## src/rtl/spi_mult_master.sv

```systemverilog
// SPI master for the SmolBoi multiplier slave: shifts {op_a, op_b} out, idles GAP_PERIODS, shifts the product in.
// Optional self-check of the returned product is enabled by defining SPI_MULT_CHECK_EN.
module spi_mult_master #(
   parameter int OP_WIDTH    = 4,
   parameter int HALF_DIV    = 5,
   parameter int GAP_PERIODS = 5
) (
   input  logic                  CLK,
   input  logic                  RST_N,
   input  logic                  start,
   input  logic [OP_WIDTH-1:0]   op_a,
   input  logic [OP_WIDTH-1:0]   op_b,
   output logic                  busy,
   output logic                  done,
   output logic [2*OP_WIDTH-1:0] result,
   output logic                  mismatch,
   output logic                  SCLK,
   output logic                  CS,
   output logic                  MOSI,
   input  logic                  MISO
);

   localparam int RW   = 2 * OP_WIDTH;
   localparam int PMAX = (RW > GAP_PERIODS) ? RW : GAP_PERIODS;
   localparam int HW   = $clog2(HALF_DIV);
   localparam int PW   = $clog2(PMAX);

   typedef enum logic [2:0] {IDLE, SETUP, SEND, GAP, RECV, FINISH} state_t;

   state_t        state;
   logic [HW-1:0] hcnt;
   logic [PW-1:0] pcnt;
   logic [RW-1:0] tx;
   logic [RW-1:0] rx;
   logic          half_end;
   logic          last_period;
   logic          accept;

   assign half_end    = (hcnt == HW'(HALF_DIV - 1));
   assign last_period = (state == GAP) ? (pcnt == PW'(GAP_PERIODS - 1)) : (pcnt == PW'(RW - 1));
   assign accept      = (state == IDLE) && start && !done;

   always_ff @(posedge CLK or negedge RST_N) begin
      if (!RST_N) begin
         state  <= IDLE;
         hcnt   <= '0;
         pcnt   <= '0;
         tx     <= '0;
         rx     <= '0;
         SCLK   <= 1'b0;
         CS     <= 1'b0;
         MOSI   <= 1'b0;
         busy   <= 1'b0;
         done   <= 1'b0;
         result <= '0;
      end else begin
         done <= 1'b0;
         case (state)
            IDLE: begin
               busy <= 1'b0;
               if (accept) begin
                  tx    <= {op_a, op_b};
                  CS    <= 1'b1;
                  MOSI  <= op_a[OP_WIDTH-1];
                  busy  <= 1'b1;
                  hcnt  <= '0;
                  pcnt  <= '0;
                  state <= SETUP;
               end
            end
            SETUP: begin
               if (half_end) begin
                  hcnt  <= '0;
                  SCLK  <= 1'b1;
                  state <= SEND;
               end else begin
                  hcnt <= hcnt + HW'(1);
               end
            end
            SEND, GAP, RECV: begin
               if (!half_end) begin
                  hcnt <= hcnt + HW'(1);
               end else if (SCLK) begin
                  hcnt <= '0;
                  SCLK <= 1'b0;
                  if (state == SEND) begin
                     tx   <= tx << 1;
                     MOSI <= last_period ? 1'b0 : tx[RW-2];
                  end
               end else begin
                  // End of a period: the rising edge of the next period starts the next phase,
                  // so the first result bit is sampled on the edge leaving GAP.
                  hcnt <= '0;
                  pcnt <= last_period ? '0 : pcnt + PW'(1);
                  SCLK <= !((state == RECV) && last_period);
                  if (((state == RECV) && !last_period) || ((state == GAP) && last_period))
                     rx <= {rx[RW-2:0], MISO};
                  if (last_period) begin
                     case (state)
                        SEND:    state <= GAP;
                        GAP:     state <= RECV;
                        default: state <= FINISH;
                     endcase
                  end
               end
            end
            FINISH: begin
               result <= rx;
               CS     <= 1'b0;
               done   <= 1'b1;
               state  <= IDLE;
            end
            default: state <= IDLE;
         endcase
      end
   end

`ifdef SPI_MULT_CHECK_EN
   logic [RW-1:0] expected;

   always_ff @(posedge CLK or negedge RST_N) begin
      if (!RST_N) begin
         expected <= '0;
         mismatch <= 1'b0;
      end else begin
         if (accept)
            expected <= RW'(op_a) * RW'(op_b);
         if (state == FINISH)
            mismatch <= (rx != expected);
      end
   end
`else
   assign mismatch = 1'b0;
`endif

endmodule

```

## config.mk

```make
export PLATFORM = sky130hd
export DESIGN_NAME = spi_mult_master
export DESIGN_NICKNAME = d
export VERILOG_FILES = /design/src/rtl/spi_mult_master.sv
export SDC_FILE = /design/constraint.sdc
export NUM_CORES = 1
export LEC_CHECK = 0
export ABC_AREA = 1
export CORE_ASPECT_RATIO = 1.2
export CORE_MARGIN = 5
export CORE_UTILIZATION = 40
export CTS_CLUSTER_DIAMETER = 80
export DETAILED_ROUTE_END_ITERATION = 10
export SLEW_MARGIN = 30
export SYNTH_ARGS = -nofsm -noshare
export SYNTH_HDL_FRONTEND = slang
export SYNTH_SLANG_ARGS = --single-unit
```

## constraint.sdc

```tcl
create_clock -name CLK -period 2.1 [get_ports CLK]
set_input_delay 0.21 -clock CLK [delete_from_list [all_inputs] [get_ports CLK]]
set_output_delay 0.21 -clock CLK [all_outputs]
set_load 0.005 [all_outputs]
```

======== Word level (Yosys, flattened, before mapping) ========
Cells that the tools add are included.
operators by class
  $add $sub $neg .......................... 2
  eq/ne operators ......................... 15
  muxes and demuxes ....................... 34
  bitwise gates (word level) .............. 1
  reductions and logical operators ........ 23
operators by type and width
  kind                   count
  $mux W3                10
  $mux W7                4
  $pmux W3 S2            3
  $eq A3 B3 Y1 const B   5
  $ne A2 B2 Y1 const B   7
  $pmux W7 S2            1
  $mux W1                12
  $reduce_and A5 Y1      2
  $pmux W3 S3            1
  $reduce_and A4 Y1      2
  $reduce_bool A2 Y1     4
  $add A3 B1 Y3 const B  2
  $eq A3 B2 Y1 const B   2
  $pmux W1 S2            3
  $logic_and A1 B1 Y1    5
  $reduce_and A2 Y1      2
  $reduce_or A4 Y1       1
  $eq A3 B1 Y1 const B   1
  $logic_not A1 Y1       3
  $logic_not A3 Y1       1
  $reduce_and A3 Y1      1
  $reduce_or A3 Y1       1
  $logic_or A1 B1 Y1     1
  $not A1 Y1             1
word-level totals
  register bits after elaboration ......... 37
  input port bits ......................... 12
  logic and storage cells ................. 86

======== Logic depth before layout (Yosys ltp) ========
  depth in word-level cells ............... 7
  mapped depth ............................ 10
  depth with buffers taken out ............ 9

======== Worst setup path before layout ========
Ideal clock, no wire load.
  kind .................................... register to register
  start point ............................. reg state[0]
  end point ............................... reg tx[0]
  library setup time ...................... 0.117 ns
  arrival ................................. 1.346 ns
  data required time ...................... 1.983 ns
  setup slack ............................. 0.637 ns
  cell stages (with the launch flop) ...... 11
  path buffers ............................ 2
  cell sequence ........................... dfrtp_1 buf_6 nor2_2 nand2_2 nand3_4 nand2_2 nand2_1 nor2_4 buf_6 nand3_1 nand2_1
on the way
  cells in the longest elaborated chain, start to end .. 5
  elaborated cells between the ends (all ways) .. 14
ends and longest elaborated chain
  element                                                                    line  text
  start: declaration                                                         30    state_t state;
  start signal: assignment                                                   45    state <= IDLE;
  start signal: assignment                                                   68    state <= SETUP;
  start signal: assignment                                                   75    state <= SEND;
  parallel branches: the longest is 5 deep, another holds $reduce_and A5 Y1  -
  end signal: assignment                                                     62    tx <= {op_a, op_b};
  end signal: assignment                                                     87    tx <= tx << 1;
  end: declaration                                                           33    logic [RW-1:0] tx;
Parallel ways; which one is timed is not known.
A chain may end at the register's enable or synchronous reset.

======== Worst setup path in the final report ========
  start point ............................. reg state[2]
  end point ............................... reg state[0]
on the way
  cells in the longest elaborated chain, start to end .. 6
  elaborated cells between the ends (all ways) .. 20
ends and longest elaborated chain
  element                          line        text
  $eq A3 B2 Y1 (on tied branches)  40, 58, 99
  $pmux W3 S2                      99          case (state)
  $mux W3                          98          if (last_period) begin
  $mux W3                          83          end else if (SCLK) begin
  $mux W3                          81          if (!half_end) begin
  $pmux W3 S3                      58          case (state)
Parallel ways exist; a longest one is shown, timed or not. The select of a mux whose other input is x is not followed.

==> metrics.txt <==
Int Power=1.726 mW; Clk pin slew, worst setup/hold paths=0.08 ns; CORE AREA=4527 um^2; Yosys reg bits=37; Critical Path End Type=register; drt pass-1 iters=4; share of cells above drive strength 1=8.984%; CTS sink cnt=37; Clock Skews=0.01087 ns; Nets=271; initial antenna violation count=0; ys async rst share=100.0%; total global routing track utilization=about 14%; clk_lat worst skew=between 0.2 and 0.3 ns; sw frac=42.34%; startpoint class of the critical path=register; net count after synthesis=243; Final GP Congestion=roughly 0.79; FMAX=583.1 MHz; # IOs=26; Total Routed Length=between 3 and 4 mm; status=finished clean; # rows=27; Critical Path AT=1.89 ns; VDD IR max=0.5271 mV; Seq/Total Area, Yosys=about 50%; Initial Util=between 40 and 50%; fin crit share=81.67%; Pwr Density=around 1300 nW/um^2; CTS max path bufs=2; ant diodes=0; Inserted Clock Buffers=5; Die Y=84.38 um; Detailed Route Iter0 Violations=79; setup_tns=0 ns; Distinct cells, synth=27; Final Hold Viols=0; postcts setup bufs=0; post-cts resize count=0; final setup violating endpoints=0; vias in the first global route=1505; hpwl dp=between 2 and 3 mm; Sw Pwr=around 1.3 mW; cell leakage power=1.120 nW; RSZ-0062 raised after global routing=false; clock share of power=17.0%; WL/cell=around 12 um; Cell Area, Synth=between 1500 and 2000 um^2; Post-Syn Instances=roughly 230; antenna-violating nets left=0; total power=2.993 mW; first-pass GRT wire length=6.858 mm; ys flop type=dfrtp_1; grt ovf=0; max-cap violation count=0; Syn-to-layout area delta=21.30%; commonest non-fill, non-tap cells in the layout=nand2_1 (86), dfrtp_1 (37), clkdlybuf4s50_1 (23), inv_1 (22), o21ai_0 (16); Crit Path Class=reg -> reg; die width=71.99 um; number of enable flip-flop cells after synthesis=0; Hold Crit Class=in -> async; minimum clock period=1.715 ns; YS warnings=0; Avg Inst Size Synth=8.089 um^2; Die Area=~6100 um^2; Combinational Power Share=45.8%; DR vias/cell=between 4 and 5; Fin Hold WS=0.3794 ns; # DRC=0; via count=1446; htree depth=2; register share of total power=37.2%; CTS tree=built; WP data required=around 2.3 ns; root buffer cell=clkbuf_8; Port Buf Inserts=24; worst-path fanout max=7; commonest non-fill, non-tap cell in the layout=nand2_1; Max Transition Viols Final=0; largest net degree at the start of global routing=38
flip-flops by register name, indices dropped and copies added, names as in the netlist:
name	cells
MOSI	1
busy	1
pcnt	3
CS	1
result	8
SCLK	1
hcnt	3
rx	8
state	3
done	1
tx	7
kinds of logic after synthesis:
logic type / after synthesis / share of synthesized area [%]
XOR/XNOR: 2 / 0.9500
flip-flops: 37 / 50.20
buffers and inverters: 30 / 7.801
AND/OR/NAND/NOR: 125 / 30.19
AO/OA/AOI/OAI: 30 / 8.616
adder cells (fa/ha/maj): 3 / 2.035
other: 1 / 0.2033
worst max-delay path: stages (launching register included):
cell and delay, ns:
dfrtp_1 0.48, nor2_2 0.31, nand2_2 0.14, inv_1 0.12, nor2_4 0.06, nor2_1 0.22
nor2_1 0.13, nand3_1 0.09, nand2_1 0.06
Yosys cell counts (3+ instances only):
cell type | n | area share [%]
nand2_1 | 86 | 18
dfrtp_1 | 37 | 50
inv_1 | 22 | 4.5
o21ai_0 | 16 | 4.3
nand3_1 | 12 | 3.3
nor2_1 | 12 | 2.4
o21ai_1 | 7 | 1.9
nand4_1 | 5 | 1.7
a21oi_1 | 4 | 1.1
nand2_2 | 4 | 1.4
buf_6 | 3 | 1.8
ha_1 | 3 | 2.0
power by group through the flow:
stage,logic [mW],registers (mW),clock network (mW)
6_report,1.37,1.11,0.509
5_1_grt,1.61,1.15,0.573
4_1_cts,1.39,1.11,0.532
3_5_place_dp,1.38,1.12,0
3_3_place_gp,1.39,1.12,0
2_1_floorplan,1.10,1.07,0
through the flow:
| step | instances | setup slack (ns) | cell area, um^2 | utilization [%] |
|---|---|---|---|---|
| global placement | 305 | 0.3722 | 2110 | 46.60 |
| floorplan | 228 | 0.6367 | 1844 | - |
| finish | 314 | 0.3850 | 2237 | 49.42 |
| CTS | 312 | 0.3879 | 2200 | 48.59 |
| global route | 314 | 0.1990 | 2237 | 49.42 |
| detailed placement | 305 | 0.4131 | 2110 | 46.60 |
cell type report:
cell class | instances | area [um^2]
fill | 442 | 2290
inverter | 23 | 86.33
sequential | 37 | 925.9
tap | 58 | 72.57
clock buffer | 6 | 82.58
timing repair buffer | 28 | 287.8
clock inverter | 1 | 7.507
multi-input combinational | 161 | 774.5
path summary, 6_finish.rpt:
kind,start,end,slack (ns),cells past startpoint
worst min-delay path,RST_N,tx[5]$_DFFE_PN0P_,0.38,2
worst max register to register,state[2]$_DFFE_PN0P_,state[0]$_DFFE_PN0P_,0.38,8
min in group CLK,result[7]$_DFFE_PN0P_,result[7]$_DFFE_PN0P_,0.47,2
worst max-delay path,state[2]$_DFFE_PN0P_,state[0]$_DFFE_PN0P_,0.38,8
max in group asynchronous,RST_N,state[1]$_DFFE_PN0P_,1.27,3
worst min register to register,result[7]$_DFFE_PN0P_,result[7]$_DFFE_PN0P_,0.47,2
metal layers:
metal	share of wire (%)	global-route usage [%]	wire length, um
met4	2.6	6.154	95
met3	3.7	3.952	137
met2	48	22.91	1782
met1	45	17.28	1670
met5	0	0	0
timing repair:
item,in CTS,in global routing
endpoints found under the setup margin,0,0
endpoints found under the hold margin,0,14
hold buffers,0,1
(Power assumes the default switching activity.)
